**config.mk**
```make
export PLATFORM = sky130hd
export DESIGN_NAME = store_buffer
export DESIGN_NICKNAME = d
export VERILOG_FILES = /design/src/rtl/store_buf_pkg.sv /design/src/rtl/sb_fifo.sv /design/src/rtl/store_buffer.sv
export SDC_FILE = /design/constraint.sdc
export NUM_CORES = 1
export LEC_CHECK = 0
export CAP_MARGIN = 20
export CELL_PAD_IN_SITES_DETAIL_PLACEMENT = 0
export CELL_PAD_IN_SITES_GLOBAL_PLACEMENT = 1
export CORE_ASPECT_RATIO = 1.1
export CORE_MARGIN = 2
export CORE_UTILIZATION = 30
export CTS_CLUSTER_DIAMETER = 100
export CTS_CLUSTER_SIZE = 24
export DETAILED_ROUTE_END_ITERATION = 16
export HOLD_SLACK_MARGIN = 0.06
export PLACE_DENSITY_LB_ADDON = 0.08
export SLEW_MARGIN = 20
export SYNTH_ARGS = -nofsm -noshare
export SYNTH_HDL_FRONTEND = slang
export SYNTH_SLANG_ARGS = --single-unit
```
**constraint.sdc**
```tcl
create_clock -name clk -period 5.1 [get_ports clk]
set_input_delay 0.51 -clock clk [delete_from_list [all_inputs] [get_ports clk]]
set_output_delay 0.51 -clock clk [all_outputs]
set_load 0.005 [all_outputs]
```
**src/rtl/store_buf_pkg.sv**
```systemverilog
// Shared types and helpers for the store buffer: entry layout, default depth,
// and the byte-to-word address conversion used by the load lookup.
package store_buf_pkg;

  localparam int SB_DEPTH = 4;
  localparam int SB_AW    = 32;
  localparam int SB_DW    = 32;

  typedef struct packed {
    logic [SB_AW-3:0] addr;
    logic [SB_DW-1:0] data;
  } sb_entry_t;

  function automatic logic [SB_AW-3:0] sb_word_addr(input logic [SB_AW-1:0] byte_addr);
    return byte_addr[SB_AW-1:2];
  endfunction

endpackage

```
**src/rtl/sb_fifo.sv**
```systemverilog
// Circular entry store for the store buffer. Occupancy is tracked by a count
// register so full and empty never depend on pointer equality.
module sb_fifo #(
  parameter int DEPTH = 4,
  parameter int AW    = 32,
  parameter int DW    = 32
) (
  input  logic                        clk,
  input  logic                        rst,
  input  logic                        enq_i,
  input  logic [AW-3:0]               enq_addr_i,
  input  logic [DW-1:0]               enq_data_i,
  input  logic                        deq_i,
  output logic [$clog2(DEPTH)-1:0]    head_o,
  output logic [DEPTH-1:0]            vld_o,
  output logic [DEPTH-1:0][AW-3:0]    addr_o,
  output logic [DEPTH-1:0][DW-1:0]    data_o,
  output logic [$clog2(DEPTH):0]      count_o,
  output logic                        empty_o,
  output logic                        full_o
);

  localparam int PW = $clog2(DEPTH);

  logic [PW-1:0]             head_q, head_d;
  logic [PW-1:0]             tail_q, tail_d;
  logic [PW:0]               count_q, count_d;
  logic [DEPTH-1:0][AW-3:0]  addr_q;
  logic [DEPTH-1:0][DW-1:0]  data_q;

  always_comb begin
    head_d  = head_q;
    tail_d  = tail_q;
    count_d = count_q;
    if (enq_i) tail_d = tail_q + PW'(1);
    if (deq_i) head_d = head_q + PW'(1);
    case ({enq_i, deq_i})
      2'b10:   count_d = count_q + (PW+1)'(1);
      2'b01:   count_d = count_q - (PW+1)'(1);
      default: count_d = count_q;
    endcase
  end

  always_ff @(posedge clk) begin
    if (rst) begin
      head_q  <= '0;
      tail_q  <= '0;
      count_q <= '0;
    end else begin
      head_q  <= head_d;
      tail_q  <= tail_d;
      count_q <= count_d;
    end
  end

  // Payload needs no reset: entries outside the occupied window are never observed.
  always_ff @(posedge clk) begin
    if (enq_i) begin
      addr_q[tail_q] <= enq_addr_i;
      data_q[tail_q] <= enq_data_i;
    end
  end

  always_comb begin
    logic [PW-1:0] off;
    off   = '0;
    vld_o = '0;
    for (int i = 0; i < DEPTH; i++) begin
      off      = PW'(i) - head_q;
      vld_o[i] = {1'b0, off} < count_q;
    end
  end

  assign head_o  = head_q;
  assign addr_o  = addr_q;
  assign data_o  = data_q;
  assign count_o = count_q;
  assign empty_o = (count_q == '0);
  assign full_o  = (count_q == (PW+1)'(DEPTH));

endmodule

```
**src/rtl/store_buffer.sv**
```systemverilog
// Write-posting buffer between the memory stage and d_mem. Define
// STORE_BUF_FWD_EN to forward buffered data to hitting loads instead of stalling.
module store_buffer
  import store_buf_pkg::*;
#(
  parameter int DEPTH = SB_DEPTH,
  parameter int AW    = SB_AW,
  parameter int DW    = SB_DW
) (
  input  logic                     clk,
  input  logic                     rst,
  input  logic                     i_we,
  input  logic                     i_re,
  input  logic [AW-1:0]            i_addr,
  input  logic [DW-1:0]            i_wdata,
  output logic [DW-1:0]            o_rdata,
  output logic                     o_stall,
  output logic                     o_mem_we,
  output logic [AW-1:0]            o_mem_addr,
  output logic [DW-1:0]            o_mem_wd,
  input  logic [DW-1:0]            i_mem_rd,
  output logic                     o_empty,
  output logic [$clog2(DEPTH):0]   o_count
);

  localparam int PW = $clog2(DEPTH);

  logic [PW-1:0]             head;
  logic [DEPTH-1:0]          ent_vld;
  logic [DEPTH-1:0][AW-3:0]  ent_addr;
  logic [DEPTH-1:0][DW-1:0]  ent_data;
  logic                      full, empty;
  logic                      load, hit, enq, drain;
  sb_entry_t                 new_ent;

  assign new_ent = '{addr: sb_word_addr(i_addr), data: i_wdata};
  // A simultaneous store and load is handled as a store only.
  assign load    = i_re && !i_we;

`ifdef STORE_BUF_FWD_EN
  logic [DW-1:0] fwd_data;
`endif

  // Walk oldest to youngest so the last match wins.
  always_comb begin
    logic [PW-1:0] idx;
    idx = '0;
    hit = 1'b0;
`ifdef STORE_BUF_FWD_EN
    fwd_data = '0;
`endif
    for (int k = 0; k < DEPTH; k++) begin
      idx = head + PW'(k);
      if (ent_vld[idx] && (ent_addr[idx] == new_ent.addr)) begin
        hit = 1'b1;
`ifdef STORE_BUF_FWD_EN
        fwd_data = ent_data[idx];
`endif
      end
    end
  end

`ifdef STORE_BUF_FWD_EN
  assign o_stall = i_we && full;
  assign drain   = !rst && !empty && !i_re;
  assign o_rdata = (load && hit) ? fwd_data : i_mem_rd;
`else
  // A hitting load waits for the buffer to drain past it, so let the drain use the port.
  assign o_stall = (i_we && full) || (load && hit);
  assign drain   = !rst && !empty && (!i_re || (load && hit));
  assign o_rdata = i_mem_rd;
`endif

  assign enq        = i_we && !full && !o_stall;
  assign o_mem_we   = drain;
  assign o_mem_addr = (i_re && !drain) ? i_addr : {ent_addr[head], 2'b00};
  assign o_mem_wd   = ent_data[head];
  assign o_empty    = empty;

  sb_fifo #(.DEPTH(DEPTH), .AW(AW), .DW(DW)) u_fifo (
    .clk        (clk),
    .rst        (rst),
    .enq_i      (enq),
    .enq_addr_i (new_ent.addr),
    .enq_data_i (new_ent.data),
    .deq_i      (drain),
    .head_o     (head),
    .vld_o      (ent_vld),
    .addr_o     (ent_addr),
    .data_o     (ent_data),
    .count_o    (o_count),
    .empty_o    (empty),
    .full_o     (full)
  );

endmodule
```
* Word-level counts from Yosys, hierarchy flattened
Cells that the tools add are included.
** Operators by class
- Div/mod/pow operators :: 0
- Multiplexer cells :: 30
- Equality and inequality tests :: 7
- Bitwise gates (word level) :: 0
- $lt $le $gt $ge :: 10
- Multipliers :: 0
- Add/sub/neg operators :: 10
- Shift-type cells :: 0
- Reduce and logical (&&, ||, !) cells :: 24
** Operators by type and width (number)
- $bmux 30 s2 :: 4
- $mux 30 :: 5
- $bwmux 128 :: 1
- $bwmux 120 :: 1
- $eq 30x30->1 :: 4
- $mux 32 :: 3
- $bmux 32 s2 :: 1
- $demux 32 s2 :: 1
- $demux 30 s2 :: 1
- $lt 2x3->1 const B :: 5
- $logic_and 1x1->1 :: 13
- $lt 2x3->1 :: 4
- $bmux 1 s2 :: 4
- $mux 1 :: 8
- $logic_not 1->1 :: 7
- $pmux 3 s2 :: 1
- $add 2x1->2 const B :: 2
- $add 2x2->2 const B :: 2
- $sub 1x2->2 const A :: 2
- $sub 2x2->2 const A :: 2
- $add 3x1->3 const B :: 1
- $eq 3x3->1 const B :: 1
- $logic_not 3->1 :: 1
- $sub 3x1->3 const B :: 1
- other kinds (5) :: 6
** Storage, ports and cells
- Output and inout port bits :: 102
- Bits in read-only memories :: 0
- Bits in writable memories :: 0
- Flip-flop bits (word level) :: 255
- Memories kept :: 0
- Input bits :: 100
- Bits in latches :: 0

* Depth between registers and ports, before layout
- Depth in word-level cells :: 15
- Gate-level depth with buffers :: 25

* Cells and area by module
From an unflattened synthesis, not the netlist that was laid out.
** Unflattened totals
- Cells, all modules :: 1099
- Area total of the unflattened synthesis :: 14845.5 um2
** Modules (own cells, without submodules)
- sb_fifo :: area each 7961.4 um2, instances 1, seq. area each 7587.3 um2, cells an instance 309
- store_buffer :: area each 6884.1 um2, instances 1, seq. area each 0.0 um2, cells an instance 790

* Worst setup path before layout
OpenSTA, ideal clock, no wires.
- Path type :: register to register
- Start point :: reg u_fifo.head_q[1] (netlist: u_fifo.head_o[1])
- End point :: reg u_fifo.count_q[2] (netlist: u_fifo.count_o[2])
- Arrival time :: 5.329 ns
- Setup time :: 0.071 ns
- Slack :: -0.299 ns
- Clock period less this slack :: 5.399 ns
- Stages on the path, launching flop included :: 26
- Path through :: dfxtp_1 buf_6 buf_8 buf_4 buf_2 buf_2 buf_1 clkbuf_1 xnor2_1 inv_1 ha_1 nor2b_1 o32a_1 mux2i_1 o22ai_1 nor4_1 a22o_1 o31ai_2 clkbuf_1 a211oi_1 ha_1 inv_1 fa_1 xor2_1 or3_1 a21oi_1
** Between the ends
- Elaborated cells between the ends (all ways) :: 49
- Classes of those cells :: 7 x add/sub; 4 x order compare; 6 x eq/ne; 21 x mux; 11 x reduce/logical
** RTL lines
- from (decl) :: RTL line sb_fifo.sv:25 : logic [PW-1:0] head_q, head_d;
- from (signal assigned) :: RTL line sb_fifo.sv:46 : head_q <= '0;
- from (signal assigned) :: RTL line sb_fifo.sv:50 : head_q <= head_d;
- $sub 1x2->2 / $sub 2x2->2 (equally long branches) :: RTL line sb_fifo.sv:69 : off = PW'(i) - head_q;
- $lt 2x3->1 :: RTL line sb_fifo.sv:70 : vld_o[i] = {1'b0, off} < count_q;
- $bmux 1 s2 :: RTL line store_buffer.sv:54 : if (ent_vld[idx] && (ent_addr[idx] == new_ent.addr)) begin
- $mux 1 (implied by the code) :: RTL line store_buffer.sv:54
- $logic_and 1x1->1 :: RTL line store_buffer.sv:54
- $mux 1 (3 in series) :: RTL line store_buffer.sv:54
- $mux 1 * :: RTL line store_buffer.sv:54
- $logic_and 1x1->1 * :: RTL line store_buffer.sv:70 : assign drain = !rst && !empty && (!i_re || (load && hit));
- $logic_or 1x1->1 * :: RTL line store_buffer.sv:70
- $logic_and 1x1->1 * :: RTL line store_buffer.sv:70
- net o_mem_we :: RTL line store_buffer.sv:18 : output logic o_mem_we,
- $eq 2x1->1 / $eq 2x2->1 (equally long branches) :: RTL line sb_fifo.sv:37 : case ({enq_i, deq_i})
- $pmux 3 s2 / $reduce_bool 2->1 (equally long branches)
- to (signal assigned) :: RTL line sb_fifo.sv:52 : count_q <= count_d;
- to (decl) :: RTL line sb_fifo.sv:27 : logic [PW:0] count_q, count_d;
Mark *: on every way through the listed nets, which the timed path passes. The rest lies on a longest branch. The select of a mux whose other input is x is not followed.
A chain may end at the register's enable or synchronous reset.

* Final worst setup path
- Start point :: reg u_fifo.head_q[0] (netlist: u_fifo.head_o[0])
- End point :: out o_mem_addr[29]
** Between the ends
- Word-level cells in the longest chain between the ends :: 15
- Elaborated cells between the ends (all ways) :: 45
- Classes of those cells :: 7 x add/sub; 4 x order compare; 4 x eq/ne; 21 x mux; 9 x reduce/logical
** Ends and longest elaborated chain
- $sub 1x2->2 / $sub 2x2->2 (equally long branches) :: RTL line sb_fifo.sv:69
- $lt 2x3->1 :: RTL line sb_fifo.sv:70
- $bmux 1 s2 :: RTL line store_buffer.sv:54
- $mux 1 (implied by the code) :: RTL line store_buffer.sv:54
- $logic_and 1x1->1 :: RTL line store_buffer.sv:54
- $mux 1 (4 in series) :: RTL line store_buffer.sv:54
- $logic_and 1x1->1 :: RTL line store_buffer.sv:70
- $logic_or 1x1->1 :: RTL line store_buffer.sv:70
- $logic_and 1x1->1 :: RTL line store_buffer.sv:70
- $logic_not 1->1 :: RTL line store_buffer.sv:76 : assign o_mem_addr = (i_re && !drain) ? i_addr : {ent_addr[head], 2'b00};
- $logic_and 1x1->1 :: RTL line store_buffer.sv:76
- $mux 32 * :: RTL line store_buffer.sv:76
- to (decl) :: RTL line store_buffer.sv:19 : output logic [AW-1:0] o_mem_addr,
Mark *: on every way between the ends. The rest lies on a longest branch, timed or not. The select of a mux whose other input is x is not followed.

==> summary.md <==
| Metric | Value |
|---|---|
| CTS buffer count | 17 |
| Critical path capture point | o_mem_addr[29] |
| DIE HEIGHT | 229.9 um |
| CP delay by family, top | buffers and inverters |
| Worst EP arrival | 4.45 ns |
| Status | completed |
| TNS Setup | 0 ns |
| Achievable frequency | 201.5 MHz |
| Number of warning messages in the yosys log | 0 |
| Max VDD drop | 218.2 uV |
| Fin Hold WS | 0.5617 ns |
| Clock share of power | 18.8% |
| Clock latency on the worst-skew pair | 0.52 ns |
| Hold depth | 2 |
| GRT Util Overall | ~16% |
| Tmin final | 4.963 ns |
| Via-to-Cell Ratio | 5.115 |
| Gpl congestion | 0.7323 |
| Critical Path Max Stage Delay | approximately 0.45 ns |
| Synth area leader | edfxtp_1 |
| CP Class | flop to output pin |
| 1st-iter DRT viols | 455 |
| Initial antenna violation count | 0 |
| Reg2Reg Setup Slack | approximately 0.8 ns |
| Port bufs | 137 |
| Sequential fraction of design power | 33.2% |
| Psw | 2646 uW |
| Seq/Total Area, Yosys | between 50% and 60% |
| Fin nets | ~1,100 |
| Critical R2R Launch | u_fifo.head_o[0] |
| Synth unique cells | 58 |
| CTS tree | built |
| Final ANT Viol Nets | 0 |
| ANT cells | 0 |
| Ys async rst share | 0% |
| Die X | 209.3 um |
| Most common cell in the synthesized netlist | edfxtp_1 |
| Synthesized area per cell | around 16 sq um |
| Worst Hold Class | flop to flop |
| Max Cap Viol | 0 |
| Row cnt | 82 |
| Clock Skews | 0.02502 ns |
| DRC | 0 |
| Initial Utilization | 30.47% |
| Final setup fails | 0 |
| Deepest clock path buffer count | 3 |
| Comb pwr share | 48.1% |
| Slowest CP cell | clkdlybuf4s50_1 |
| Clock root cell | clkbuf_16 |
| Final hold violations | 0 |
| Area Overhead vs Synth | 21.71% |
| Switching Fraction | 34.46% |
| Worst slew pin tran | 0.8267 ns |
| CP most frequent cell | buf_4 |
| CP endpoint kind | output pin |
| Pint | 5032 uW |
| DIE AREA | 48,120 sq um |
| Clock-pin slew on the worst setup and hold paths | around 0.10 ns |
| Synth area leaders | edfxtp_1, mux4_2, mux2i_1, xnor2_1, xor2_1 |
| Post-synth EDFFs | approximately 250 |
| Final slew viol count | 0 |
| Avg WL per Cell | approximately 26 um |
| Relative slew margins | 44.89% |
| Leak Pwr | 0.005434 uW |
| Worst Setup SP | u_fifo.head_o[0] |
| Mapped cell area | ~14,000 sq um |
| Ys flop type | edfxtp_1 |
| P per Cell Area | 453.4 nW/um^2 |
| Yosys reg bits | 255 |
| Vias in the first global route | 8,583 |
| Top post-synthesis cells by count | edfxtp_1, mux4_2, xnor2_1 |
| H-tree levels | 1 |
| Pwr Total | between 7000 and 8000 uW |
| Reg2reg path depth | 18 |
| Yosys top cell area share | a little over half |
| Fraction of layout cells with a size suffix above 1 | a little over a quarter |
| Startpoint types | flop |
| Number of buffers and inverters on the critical path | 6 |
| Final HPWL DP | 26,740 um |
| Total clock sinks | 255 |
| Io pins | 202 |
| Worst path cell trace | buf_6 > buf_4 > clkbuf_16 > mux4_2 > xor2_1 > nor4_2 > nand4_1 > a2111oi_2 > a22o_1 > o31ai_2 > o31ai_4 > buf_4 > buf_12 > mux2_2 > clkdlybuf4s50_1 |
| FF-to-FF End | u_fifo.count_o[2] |
| Mapped Cells | 870 |
| Vias | 8,159 |
| Mapped Nets | 980 |
| Final period util | 97.31% |
| Req. time, crit path | ~4.6 ns |
| Largest net degree at the start of global routing | 48 |
| Post-Route WL | around 41,000 um |
| First-pass GRT wire length | 58,460 um |
| Cts hold-fix bufs | 0 |
| GR Overflow Total | 0 |
| RSZ-0062 raised after global routing | yes |
| First-pass DRT Iterations | 7 |
| Critical path fanouts, max | 12 |
| Core Area | between 40,000 and 50,000 sq um |
| Crit. path cell count | 15 |
[cell usage in the layout (no fill, tap or decap), types with 5 or more instances in the layout]
| master | Yosys | layout |
|---|---|---|
| edfxtp_1 | 248 | 248 |
| clkdlybuf4s50_1 | 0 | 136 |
| mux4_2 | 101 | 101 |
| xnor2_1 | 74 | 72 |
| mux2i_1 | 68 | 67 |
| buf_4 | 38 | 59 |
| xor2_1 | 51 | 51 |
| clkbuf_16 | 0 | 23 |
| nor2_1 | 22 | 22 |
| mux2_4 | 20 | 20 |
| nand4_1 | 15 | 15 |
| inv_1 | 15 | 15 |
| nand2_1 | 15 | 15 |
| nor4_1 | 15 | 10 |
| ha_1 | 9 | 9 |
| nor3_1 | 10 | 8 |
| o21ai_0 | 9 | 8 |
| mux2_2 | 5 | 7 |
| buf_16 | 0 | 7 |
| a21oi_1 | 6 | 6 |
| nor4_2 | 2 | 6 |
| nand3_1 | 5 | 5 |
| dfxtp_1 | 7 | 5 |
[what timing repair did]
| action | 4_1_cts | 5_1_grt |
|---|---|---|
| endpoints found under the setup margin | 30 | 30 |
| gates cloned | 4 | 6 |
| pin swaps | 7 | 12 |
| setup buffers | 9 | 18 |
| resized for setup | 12 | 19 |
[worst min path at each step]
stage | end | slack [ns] | start
floorplan | u_fifo.tail_q[1] | 0.51 | u_fifo.tail_q[1]
global placement | u_fifo.tail_q[1] | 0.55 | u_fifo.tail_q[1]
detailed placement | u_fifo.tail_q[1] | 0.55 | u_fifo.tail_q[1]
CTS | u_fifo.tail_q[1] | 0.56 | u_fifo.tail_q[1]
global route | u_fifo.data_o[105] | 0.61 | i_wdata[9]
finish | u_fifo.tail_q[1] | 0.56 | u_fifo.tail_q[1]
[cells by family (layout without fill, tap and decap cells)]
kind of cell / after synthesis / in the layout / share of synthesized area [%]
AOI/OAI and AO/OA: 54 / 54 / 3.031
buffers and inverters: 124 / 261 / 5.315
adders and majority gates: 10 / 10 / 0.9533
muxes: 199 / 199 / 24.33
and+or+nand+nor: 103 / 103 / 3.966
xor gates and xnor gates: 125 / 125 / 7.869
DFF: 255 / 255 / 54.53
[final cells by class]
cell class / instances / area, sq um
clock inverters: 8 / 108.9
clock buffers: 17 / 425.4
well taps: 588 / 735.7
inverters: 17 / 63.81
flip-flops and latches: 255 / 7595
multi-input cells: 491 / 5688
fillers: 4252 / 28720
repair buffers: 219 / 2317
[through the flow]
step	cell area [sq um]	std cells	setup slack, ns	util [%]
CTS	16590	1571	0.004153	36.33
global route	16930	1595	-0.05379	37.09
detailed placement	15800	1533	0.2866	34.60
global placement	15800	1533	0.2326	34.60
finish	16930	1595	0.1371	37.09
floorplan	13920	870	0.03850	-
[state kept, by name, indices dropped and copies added (netlist names)]
name,cells
u_fifo.addr_o,120
u_fifo.count_o,3
u_fifo.data_o,128
u_fifo.head_o,2
u_fifo.tail_q,2
[worst register-to-register path, stage by stage, from the launching register on]
cell,delay [ns]
dfxtp_4,0.42
buf_6,0.17
buf_4,0.13
clkbuf_16,0.16
mux4_2,0.31
xor2_1,0.21
nor4_2,0.30
nand4_1,0.22
a2111oi_2,0.28
a22o_1,0.21
o31ai_2,0.10
buf_4,0.19
a211oi_2,0.26
ha_1,0.22
inv_1,0.06
fa_1,0.37
xor2_1,0.15
or3_1,0.31
a21oi_1,0.14
[power groups by stage]
stage | sequential [uW] | clock (uW) | combinational, uW
3_3_place_gp | 2610 | 0 | 3340
4_1_cts | 2550 | 1500 | 3510
5_1_grt | 2560 | 1560 | 3950
6_report | 2550 | 1440 | 3690
3_5_place_dp | 2610 | 0 | 3310
2_1_floorplan | 2550 | 0 | 2180
[per-layer routing]
| metal | GRT usage (%) | vias up | part of all wire (%) |
|---|---|---|---|
| met3 | 3.087 | 39 | 4.9 |
| met2 | 28.85 | 229 | 51 |
| met1 | 21.09 | 4254 | 43 |
| met5 | 0 | - | 0 |
| li1 | - | 3637 | - |
| met4 | 3.661 | 0 | 1.7 |
(Power assumes the default switching activity.)
